File: src/rtl/bf_io_uart_pkg.sv
// Shared constants for the brainfuck CPU UART I/O slave:
// direction encoding, 8N1 frame shape and FSM state encodings.
package bf_io_uart_pkg;

    localparam logic DIRECTION_READ  = 1'b0;
    localparam logic DIRECTION_WRITE = 1'b1;

    localparam int FRAME_BITS = 10;
    localparam int DATA_BITS  = 8;

    localparam logic [1:0] S_IDLE    = 2'd0;
    localparam logic [1:0] S_WR_WAIT = 2'd1;
    localparam logic [1:0] S_RD_WAIT = 2'd2;
    localparam logic [1:0] S_ACK     = 2'd3;

    localparam logic [1:0] TX_IDLE  = 2'd0;
    localparam logic [1:0] TX_START = 2'd1;
    localparam logic [1:0] TX_DATA  = 2'd2;
    localparam logic [1:0] TX_STOP  = 2'd3;

    localparam logic [1:0] RX_IDLE  = 2'd0;
    localparam logic [1:0] RX_START = 2'd1;
    localparam logic [1:0] RX_DATA  = 2'd2;
    localparam logic [1:0] RX_STOP  = 2'd3;

    typedef logic [7:0] byte_t;

    function automatic logic last_data_bit(input logic [2:0] idx);
        return idx == 3'(DATA_BITS - 1);
    endfunction

endpackage

File: src/rtl/bf_io_uart_if.sv
// CPU-side byte I/O handshake: request/direction/data out,
// acknowledge/read data back.
interface bf_io_uart_if;
    logic       io_req;
    logic       io_dir;
    logic [7:0] io_wdata;
    logic       io_ack;
    logic [7:0] io_rdata;

    modport master (
        output io_req, io_dir, io_wdata,
        input  io_ack, io_rdata
    );

    modport slave (
        input  io_req, io_dir, io_wdata,
        output io_ack, io_rdata
    );
endinterface

File: src/rtl/bf_io_fifo.sv
// Synchronous show-ahead byte FIFO; a push into a full FIFO is
// accepted only when a pop happens in the same cycle.
module bf_io_fifo #(
    parameter int DEPTH_LOG2 = 4
) (
    input  logic       clk,
    input  logic       rst,
    input  logic       push,
    input  logic       pop,
    input  logic [7:0] wdata,
    output logic [7:0] rdata,
    output logic       full,
    output logic       empty
);
    logic [DEPTH_LOG2:0]   wr_ptr;
    logic [DEPTH_LOG2:0]   rd_ptr;
    logic [7:0]            mem [2**DEPTH_LOG2];
    logic                  do_push;
    logic                  do_pop;

    assign empty   = wr_ptr == rd_ptr;
    assign full    = (wr_ptr[DEPTH_LOG2] != rd_ptr[DEPTH_LOG2]) &&
                     (wr_ptr[DEPTH_LOG2-1:0] == rd_ptr[DEPTH_LOG2-1:0]);
    assign do_push = push && (!full || pop);
    assign do_pop  = pop && !empty;
    assign rdata   = mem[rd_ptr[DEPTH_LOG2-1:0]];

    always_ff @(posedge clk) begin
        if (do_push) mem[wr_ptr[DEPTH_LOG2-1:0]] <= wdata;
    end

    always_ff @(posedge clk or posedge rst) begin
        if (rst) begin
            wr_ptr <= '0;
            rd_ptr <= '0;
        end else begin
            if (do_push) wr_ptr <= wr_ptr + 1'b1;
            if (do_pop)  rd_ptr <= rd_ptr + 1'b1;
        end
    end
endmodule

File: src/rtl/bf_io_uart.sv
// 8N1 UART bridge for the brainfuck CPU io port. BF_IO_RX_FIFO_EN
// selects a 2^RX_DEPTH_LOG2 RX FIFO instead of a one-byte holding register.
module bf_io_uart
    import bf_io_uart_pkg::*;
#(
    parameter int CLK_DIV       = 868,
    parameter int RX_DEPTH_LOG2 = 4
) (
    input  logic          clk,
    input  logic          rst,
    bf_io_uart_if.slave   io,
    output logic          uart_txd,
    input  logic          uart_rxd,
    output logic          rx_overrun,
    output logic          rx_frame_err
);
    localparam int DW = $clog2(CLK_DIV);
    localparam logic [DW-1:0] DIV_LAST = DW'(CLK_DIV - 1);
    localparam logic [DW-1:0] DIV_HALF = DW'(CLK_DIV / 2 - 1);

    logic [1:0]    slv_state;
    logic [1:0]    tx_state;
    logic [DW-1:0] tx_div;
    logic [2:0]    tx_bit;
    byte_t         tx_sh;
    logic          tx_ready;
    logic          tx_load;

    logic          rx_s1;
    logic          rx_s;
    logic [1:0]    rx_state;
    logic [DW-1:0] rx_div;
    logic [2:0]    rx_bit;
    byte_t         rx_sh;
    logic          rx_ferr;
    logic          rx_push;
    logic          rx_pop;
    logic          rx_full;
    logic          rx_empty;
    byte_t         rx_rdata;

    // Loading on the last STOP cycle lets frames run back to back.
    assign tx_ready = (tx_state == TX_IDLE) ||
                      (tx_state == TX_STOP && tx_div == '0);
    assign tx_load  = (slv_state == S_WR_WAIT) && tx_ready;
    assign rx_pop   = (slv_state == S_RD_WAIT) && !rx_empty;
    assign rx_push  = (rx_state == RX_STOP) && (rx_div == '0) &&
                      rx_s && !rx_ferr;

    always_ff @(posedge clk or posedge rst) begin
        if (rst) begin
            slv_state   <= S_IDLE;
            io.io_ack   <= 1'b0;
            io.io_rdata <= '0;
        end else begin
            unique case (1'b1)
                slv_state == S_IDLE: begin
                    if (io.io_req && !io.io_ack)
                        slv_state <= (io.io_dir == DIRECTION_READ) ?
                                     S_RD_WAIT : S_WR_WAIT;
                end
                slv_state == S_WR_WAIT: begin
                    if (tx_ready) begin
                        slv_state <= S_ACK;
                        io.io_ack <= 1'b1;
                    end
                end
                slv_state == S_RD_WAIT: begin
                    if (!rx_empty) begin
                        io.io_rdata <= rx_rdata;
                        slv_state   <= S_ACK;
                        io.io_ack   <= 1'b1;
                    end
                end
                slv_state == S_ACK: begin
                    if (!io.io_req) begin
                        io.io_ack <= 1'b0;
                        slv_state <= S_IDLE;
                    end
                end
            endcase
        end
    end

    always_ff @(posedge clk or posedge rst) begin
        if (rst) begin
            tx_state <= TX_IDLE;
            tx_div   <= '0;
            tx_bit   <= '0;
            tx_sh    <= '0;
            uart_txd <= 1'b1;
        end else if (tx_load) begin
            tx_state <= TX_START;
            tx_div   <= DIV_LAST;
            tx_bit   <= '0;
            tx_sh    <= io.io_wdata;
            uart_txd <= 1'b0;
        end else if (tx_state != TX_IDLE) begin
            if (tx_div != '0) begin
                tx_div <= tx_div - 1'b1;
            end else begin
                tx_div <= DIV_LAST;
                case (tx_state)
                    TX_START: begin
                        tx_state <= TX_DATA;
                        uart_txd <= tx_sh[0];
                    end
                    TX_DATA: begin
                        if (last_data_bit(tx_bit)) begin
                            tx_state <= TX_STOP;
                            uart_txd <= 1'b1;
                        end else begin
                            tx_bit   <= tx_bit + 1'b1;
                            tx_sh    <= tx_sh >> 1;
                            uart_txd <= tx_sh[1];
                        end
                    end
                    default: tx_state <= TX_IDLE;
                endcase
            end
        end
    end

    always_ff @(posedge clk or posedge rst) begin
        if (rst) begin
            rx_s1        <= 1'b1;
            rx_s         <= 1'b1;
            rx_state     <= RX_IDLE;
            rx_div       <= '0;
            rx_bit       <= '0;
            rx_sh        <= '0;
            rx_ferr      <= 1'b0;
            rx_frame_err <= 1'b0;
        end else begin
            rx_s1 <= uart_rxd;
            rx_s  <= rx_s1;
            case (rx_state)
                RX_IDLE: begin
                    if (!rx_s) begin
                        rx_state <= RX_START;
                        rx_div   <= DIV_HALF;
                    end
                end
                RX_START: begin
                    if (rx_div != '0) begin
                        rx_div <= rx_div - 1'b1;
                    end else if (rx_s) begin
                        rx_state <= RX_IDLE;
                    end else begin
                        rx_state <= RX_DATA;
                        rx_div   <= DIV_LAST;
                        rx_bit   <= '0;
                    end
                end
                RX_DATA: begin
                    if (rx_div != '0) begin
                        rx_div <= rx_div - 1'b1;
                    end else begin
                        rx_sh  <= {rx_s, rx_sh[7:1]};
                        rx_div <= DIV_LAST;
                        if (last_data_bit(rx_bit)) rx_state <= RX_STOP;
                        else                       rx_bit   <= rx_bit + 1'b1;
                    end
                end
                default: begin
                    // After a bad stop bit, hold here until the line idles.
                    if (rx_ferr) begin
                        if (rx_s) begin
                            rx_ferr  <= 1'b0;
                            rx_state <= RX_IDLE;
                        end
                    end else if (rx_div != '0) begin
                        rx_div <= rx_div - 1'b1;
                    end else if (rx_s) begin
                        rx_state <= RX_IDLE;
                    end else begin
                        rx_ferr      <= 1'b1;
                        rx_frame_err <= 1'b1;
                    end
                end
            endcase
        end
    end

    always_ff @(posedge clk or posedge rst) begin
        if (rst)                             rx_overrun <= 1'b0;
        else if (rx_push && rx_full && !rx_pop) rx_overrun <= 1'b1;
    end

`ifdef BF_IO_RX_FIFO_EN
    bf_io_fifo #(.DEPTH_LOG2(RX_DEPTH_LOG2)) u_rx_fifo (
        .clk   (clk),
        .rst   (rst),
        .push  (rx_push),
        .pop   (rx_pop),
        .wdata (rx_sh),
        .rdata (rx_rdata),
        .full  (rx_full),
        .empty (rx_empty)
    );
`else
    logic rx_valid;

    assign rx_full  = rx_valid;
    assign rx_empty = !rx_valid;

    always_ff @(posedge clk or posedge rst) begin
        if (rst) begin
            rx_valid <= 1'b0;
            rx_rdata <= '0;
        end else if (rx_push && (!rx_valid || rx_pop)) begin
            rx_valid <= 1'b1;
            rx_rdata <= rx_sh;
        end else if (rx_pop) begin
            rx_valid <= 1'b0;
        end
    end
`endif

endmodule

File: src/flat_wrapper.sv
// flat-port wrapper written by rule: the top's interface ports become plain ports
module bf_io_uart_flat import bf_io_uart_pkg::*;
#(
    parameter int CLK_DIV       = 868,
    parameter int RX_DEPTH_LOG2 = 4
)
  (clk, rst, uart_txd, uart_rxd, rx_overrun, rx_frame_err, io_io_req, io_io_dir, io_io_wdata, io_io_ack, io_io_rdata);
  bf_io_uart_if io_i ();
  input  logic clk;
  input  logic rst;
  output logic uart_txd;
  input  logic uart_rxd;
  output logic rx_overrun;
  output logic rx_frame_err;
  input wire logic [$bits(io_i.io_req)-1:0] io_io_req;
  input wire logic [$bits(io_i.io_dir)-1:0] io_io_dir;
  input wire logic [$bits(io_i.io_wdata)-1:0] io_io_wdata;
  output wire logic [$bits(io_i.io_ack)-1:0] io_io_ack;
  output wire logic [$bits(io_i.io_rdata)-1:0] io_io_rdata;
  assign io_i.io_req = io_io_req;
  assign io_i.io_dir = io_io_dir;
  assign io_i.io_wdata = io_io_wdata;
  assign io_io_ack = io_i.io_ack;
  assign io_io_rdata = io_i.io_rdata;
  bf_io_uart #(.CLK_DIV(CLK_DIV), .RX_DEPTH_LOG2(RX_DEPTH_LOG2)) u_core (.clk(clk), .rst(rst), .io(io_i), .uart_txd(uart_txd), .uart_rxd(uart_rxd), .rx_overrun(rx_overrun), .rx_frame_err(rx_frame_err));
endmodule
File: config.mk
export PLATFORM = sky130hd
export DESIGN_NAME = bf_io_uart_flat
export DESIGN_NICKNAME = d
export VERILOG_FILES = /design/src/rtl/bf_io_uart_pkg.sv /design/src/rtl/bf_io_uart_if.sv /design/src/rtl/bf_io_fifo.sv /design/src/rtl/bf_io_uart.sv /design/src/flat_wrapper.sv
export SDC_FILE = /design/constraint.sdc
export NUM_CORES = 1
export LEC_CHECK = 0
export CORE_ASPECT_RATIO = 2
export CORE_UTILIZATION = 40
export CTS_BUF_LIST = sky130_fd_sc_hd__clkbuf_8
export DETAILED_ROUTE_END_ITERATION = 10
export GPL_ROUTABILITY_DRIVEN = 0
export HOLD_SLACK_MARGIN = 0.02
export PLACE_DENSITY = 0.65
export SYNTH_ARGS = -nofsm -noshare
export SYNTH_HDL_FRONTEND = slang
export SYNTH_SLANG_ARGS = --single-unit
File: constraint.sdc
create_clock -name clk -period 4.2 [get_ports clk]
set_input_delay 0.42 -clock clk [delete_from_list [all_inputs] [get_ports clk]]
set_output_delay 0.42 -clock clk [all_outputs]
set_load 0.1 [all_outputs]
# After elaboration in Yosys (flattened, before gate mapping)
# Index checks and enable logic that the tools add are counted.
# totals
ff_bits	72
in_bits	13
output_inout_bits	12
word_cells	156
# op_classes
addsub	4
eq_ne	27
n_mux	59
n_bitwise	4
n_reduce_logical	43
# ops
cell	count
10-bit 2-to-1 mux	9
8-bit 2-to-1 mux	5
2-bit 2-to-1 mux	17
10-bit one-hot mux with 3 select lines	1
3-bit 2-to-1 mux	9
10-bit logical NOT	2
4-bit AND reduction	5
10-bit nonzero test	2
10-bit by 1-bit subtractor with 10-bit output, second input constant	2
2-bit inequality test, second input constant	7
2-bit == test, second input constant	6
1-bit 2-to-1 mux	12
1-bit logical AND	10
2-bit by 1-bit inequality test with 1-bit output, second input constant	5
5-bit AND reduction	2
2-bit nonzero test	5
2-bit one-hot mux with 4 select lines	1
3-bit by 1-bit adder with 3-bit output, second input constant	2
2-bit by 1-bit == test with 1-bit output, second input constant	3
3-bit == test, second input constant	2
2-bit logical NOT	3
2-bit one-hot mux with 3 select lines	1
3-bit one-hot mux with 2 select lines	1
3-bit AND reduction	2
other kinds (14)	23

# Logic depth before layout (Yosys ltp)
# depth
depth_word	6
ltp_mapped	8

# Least setup slack after synthesis
# OpenSTA, ideal clock, no wires.
# synth_timing
path_kind	register to register
startpoint	reg u_core.rx_state[0]
endpoint	reg u_core.rx_div[1]
setup_ns	0.125
t_arrival_ns	2.242
slack_ns	1.833
stages_incl_launch_ff	9
path_buffers	2
synth_period_minus_slack_ns	2.367
cell_sequence	dfrtp_1 -> inv_1 -> ha_1 -> clkbuf_1 -> or3_1 -> a2111o_1 -> and2_1 -> buf_6 -> mux2_4
# synth_via
elab_chain_len	3
word_cells_on_any_way	9
cone_classes	eq/ne: 5; mux: 1; reduce/logical: 3
# synth_lines
item	line	source
start: declaration	bf_io_uart.sv:31	logic [1:0] rx_state;
start signal: assignment	bf_io_uart.sv:128	rx_state <= RX_IDLE;
start signal: assignment	bf_io_uart.sv:140	rx_state <= RX_START;
start signal: assignment	bf_io_uart.sv:148	rx_state <= RX_IDLE;
2-bit by 1-bit == test with 1-bit output (tied with other cells)	bf_io_uart.sv:137	case (rx_state)
4-bit inequality test (no source line) (tied with other cells)	n/a	
4-bit AND reduction (no source line)	n/a	
end signal: assignment	bf_io_uart.sv:146	rx_div <= rx_div - 1'b1;
end signal: assignment	bf_io_uart.sv:157	rx_div <= rx_div - 1'b1;
end signal: assignment	bf_io_uart.sv:173	rx_div <= rx_div - 1'b1;
end: declaration	bf_io_uart.sv:32	logic [DW-1:0] rx_div;
# Parallel ways exist; a longest one is shown, timed or not.
# A chain may end at the register's enable or synchronous reset.

# Worst setup path after layout
# layout_timing
startpoint	reg u_core.rx_div[0]
endpoint	reg u_core.rx_rdata[3]
# layout_via
elab_chain_len	5
# layout_lines
item	line	source
10-bit logical NOT	bf_io_uart.sv:47	assign rx_push = (rx_state == RX_STOP) && (rx_div == '0) &&
1-bit logical AND (2 in a row)	bf_io_uart.sv:47	
1-bit logical AND	bf_io_uart.sv:48	rx_s && !rx_ferr;
1-bit logical AND	bf_io_uart.sv:211	end else if (rx_push && (!rx_valid || rx_pop)) begin
end signal: assignment	bf_io_uart.sv:213	rx_rdata <= rx_sh;
end: declaration	bf_io_uart.sv:40	byte_t rx_rdata;
# Every way passes these cells.

==> summary.md <==
| Metric | Value |
|---|---|
| Synth Area per Inst | approximately 10 sq um |
| Share of the synthesized area in the top cell type | around 45% |
| Yosys cell types | approximately 60 |
| Multi-input gate area | between 0.0015 and 0.002 sq mm |
| Power density cells | 444 mW/mm^2 |
| # diodes | 0 |
| Final Max Slew Viols | 0 |
| Largest net degree at the start of global routing | 34 |
| Ports | 25 |
| Width of the die | ~71 microns |
| Initial Utilization | 41.0% |
| Status | finished with violations |
| CP required | 4.43 ns |
| Rows | 50 |
| Worst R2R Setup Slack | between 1.5 and 2 ns |
| Setup TNS | 0 ns |
| Synth Instances | roughly 370 |
| Worst reg2reg startpoint | u_core.rx_div[0]$_DFFE_PP0P_ |
| Hold bufs inserted after CTS | 0 |
| Hold Crit Class | reg2reg |
| # DRC | 2 |
| DR pass1 iterations | 7 |
| Clk Latency, worst-skew pair | around 0.34 ns |
| F_max | 374 MHz |
| Synth area leaders | dfrtp_1 (45%), mux2_2 (7.1%), ha_1 (6.2%) |
| Most used DFF post-synth | dfrtp_1 |
| Static leakage | between 0.002 and 0.0025 uW |
| Peak supply drop | about 0.22 mV |
| CORE AREA | between 0.009 and 0.01 sq mm |
| Post-DP HPWL | approximately 6000 microns |
| Gr ovfl total | 0 |
| CTS tree | yes |
| Die Area | roughly 0.01 sq mm |
| Cell accounting for the most synthesized area | dfrtp_1 |
| Vias per cell | between 5 and 6 |
| Most numerous cell in the Yosys netlist | dfrtp_1 |
| Hold depth | 0 |
| Yosys reg bits | between 70 and 80 |
| Setup Buffers After CTS | 0 |
| Commonest cells in the netlist | dfrtp_1 (69), nand2_1 (31), nor2_1 (25) |
| Wire length of the first global-routing pass | 13700 microns |
| # fillers | ~850 |
| Max-Cap Viols | 0 |
| Detailed-route wire length | around 8000 microns |
| R2R cell count | 6 |
| WHS Endpoint | u_core.rx_s$_DFF_PP1_ |
| Actual slew at the worst max-slew pin | just under 1 ns |
| Initial antenna violation count | 0 |
| Global Route Usage Sum | 17.4% |
| Period utilization | between 60% and 70% |
| Deepest clock path buffer count | 2 |
| Layout Skew | roughly 0.0090 ns |
| Mapped Area | between 0.003 and 0.004 sq mm |
| Cts repair resizes | 0 |
| # setup viols final | 0 |
| Sequential share of the synthesized area | between 40 and 50% |
| Area delta synth->final | 14.7% |
| Worst R2R End | u_core.rx_rdata[3]$_DFFE_PP0P_ |
| RSZ-0062 raised after global routing | false |
| TritonCTS Buffers | 9 |
| EDFF count, synth | 0 |
| Final hold viol count | 0 |
| Clock slew at reported path FFs | approximately 0.080 ns |
| Vias | between 2k and 3k |
| Clock sinks | 72 |
| Root Buffer | clkbuf_8 |
| Design Power | roughly 2000 uW |
| Antenna-violating nets left | 0 |
| DR iter-0 viols | 180 |
| Via count of the first global-routing pass | about 3k |
| Die H | 140 microns |
| Synth Warn # | 0 |
| Crit end category | register |
| Relative slew slack | 33.9% |
| Ys async rst share | 100% |
| Launch point of the worst path | u_core.rx_div[0]$_DFFE_PP0P_ |
| Worst-path fanout max | 9 |
| Hold wc startpoint | u_core.rx_s1$_DFF_PP1_ |
| Crit path kind | reg2reg |
| Routed length per instance | ~16 microns |
| CTS H-tree depth | 3 |
| Final nets | 420 |
| Worst path arrival time | a little under 3 ns |
| Layout cells sized above 1 | ~16% |
| PortBufs | 24 |
| Tmin final | about 2.7 ns |
| Failing checks | design-rule violations |
| Syn nets | roughly 400 |
| FF/Latch Area | approximately 0.0018 sq mm |
| Setup crit start kind | register |
==> registers in the layout (all words and copies together), names as in the netlist <==
| signal | flops |
|---|---|
| u_core.rx_full | 1 |
| u_core.rx_overrun | 1 |
| u_core.rx_s | 1 |
| u_core.rx_ferr | 1 |
| u_core.tx_sh | 8 |
| u_core.io.io_ack | 1 |
| u_core.uart_txd | 1 |
| u_core.tx_bit | 3 |
| u_core.tx_state | 2 |
| u_core.rx_state | 2 |
| u_core.rx_sh | 8 |
| u_core.io.io_rdata | 8 |
| u_core.rx_bit | 3 |
| u_core.slv_state | 2 |
| u_core.rx_div | 10 |
| u_core.tx_div | 10 |
| u_core.rx_rdata | 8 |
| u_core.rx_s1 | 1 |
| u_core.rx_frame_err | 1 |
==> worst max-delay path, stage by stage, from the launching register on <==
cell     delay, ns
dfrtp_1       0.42
inv_1         0.07
ha_1          0.20
or4b_1        0.61
nor3_2        0.56
nand3_2       0.33
mux2_2        0.36
==> metal layers <==
layer | GRT usage (%) | vias up | routed length (microns)
li1 | - | 1383 | -
met1 | 17.4 | 1440 | 2980
met2 | 33.7 | 53 | 4570
met3 | 2.88 | 18 | 245
met4 | 8.32 | 0 | 209
met5 | 0 | - | 0
==> layout by cell type, fill, tap and decap left out, types with 10 or more instances in the layout <==
master,count
dfrtp_1,69
clkdlybuf4s50_1,24
nand2_1,31
a21oi_1,11
mux2i_1,10
mux2_2,24
inv_1,20
o21ai_0,17
ha_1,19
nand3_1,10
nor2_1,25
==> layout make-up <==
| type | count | area share, % |
|---|---|---|
| inverter | 21 | 1.80 |
| tap | 104 | 2.97 |
| clock buffer | 9 | 2.83 |
| timing repair buffer | 28 | 6.17 |
| sequential | 72 | 41.2 |
| clock inverter | 7 | 2.37 |
| multi-input combinational | 256 | 42.7 |
==> power breakdown <==
group / internal [uW] / switching, uW
logic: 175 / 260
registers: 799 / 84.0
clock network: 342 / 286
==> per-stage QoR <==
step	instances	hold slack, ns	setup WS (ns)	util [%]	area (sq um)
5_1_grt	497	0.365	1.41	47.0	4380
4_1_cts	497	0.361	1.52	47.0	4380
3_5_place_dp	481	0.349	1.53	44.6	4160
2_1_floorplan	366	0.345	1.83	-	3820
6_report	497	0.359	1.52	47.0	4380
3_3_place_gp	481	0.346	1.59	44.6	4160
==> how the worst max path moves through the flow <==
| stage | end | depth (start not counted) |
|---|---|---|
| 5_1_grt | u_core.rx_rdata[1]$_DFFE_PP0P_ | 6 |
| 3_3_place_gp | u_core.rx_rdata[3]$_DFFE_PP0P_ | 6 |
| 4_1_cts | u_core.rx_rdata[3]$_DFFE_PP0P_ | 6 |
| 6_report | u_core.rx_rdata[3]$_DFFE_PP0P_ | 6 |
| 3_5_place_dp | u_core.rx_rdata[4]$_DFFE_PP0P_ | 6 |
| 2_1_floorplan | u_core.rx_div[1]$_DFFE_PP0P_ | 8 |
==> cells by family (layout without fill, tap and decap cells) <==
| kind of cell | after synthesis | after routing | share of synthesized area [%] |
|---|---|---|---|
| flops | 72 | 72 | 47.2 |
| xor+xnor | 6 | 6 | 1.38 |
| mux | 35 | 35 | 10.1 |
| buf+inv | 38 | 65 | 3.99 |
| compound gates | 80 | 80 | 15.1 |
| fa+ha+maj | 19 | 19 | 6.22 |
| simple gates | 116 | 116 | 16.0 |
Note: power is estimated with default switching activity, not from simulation.
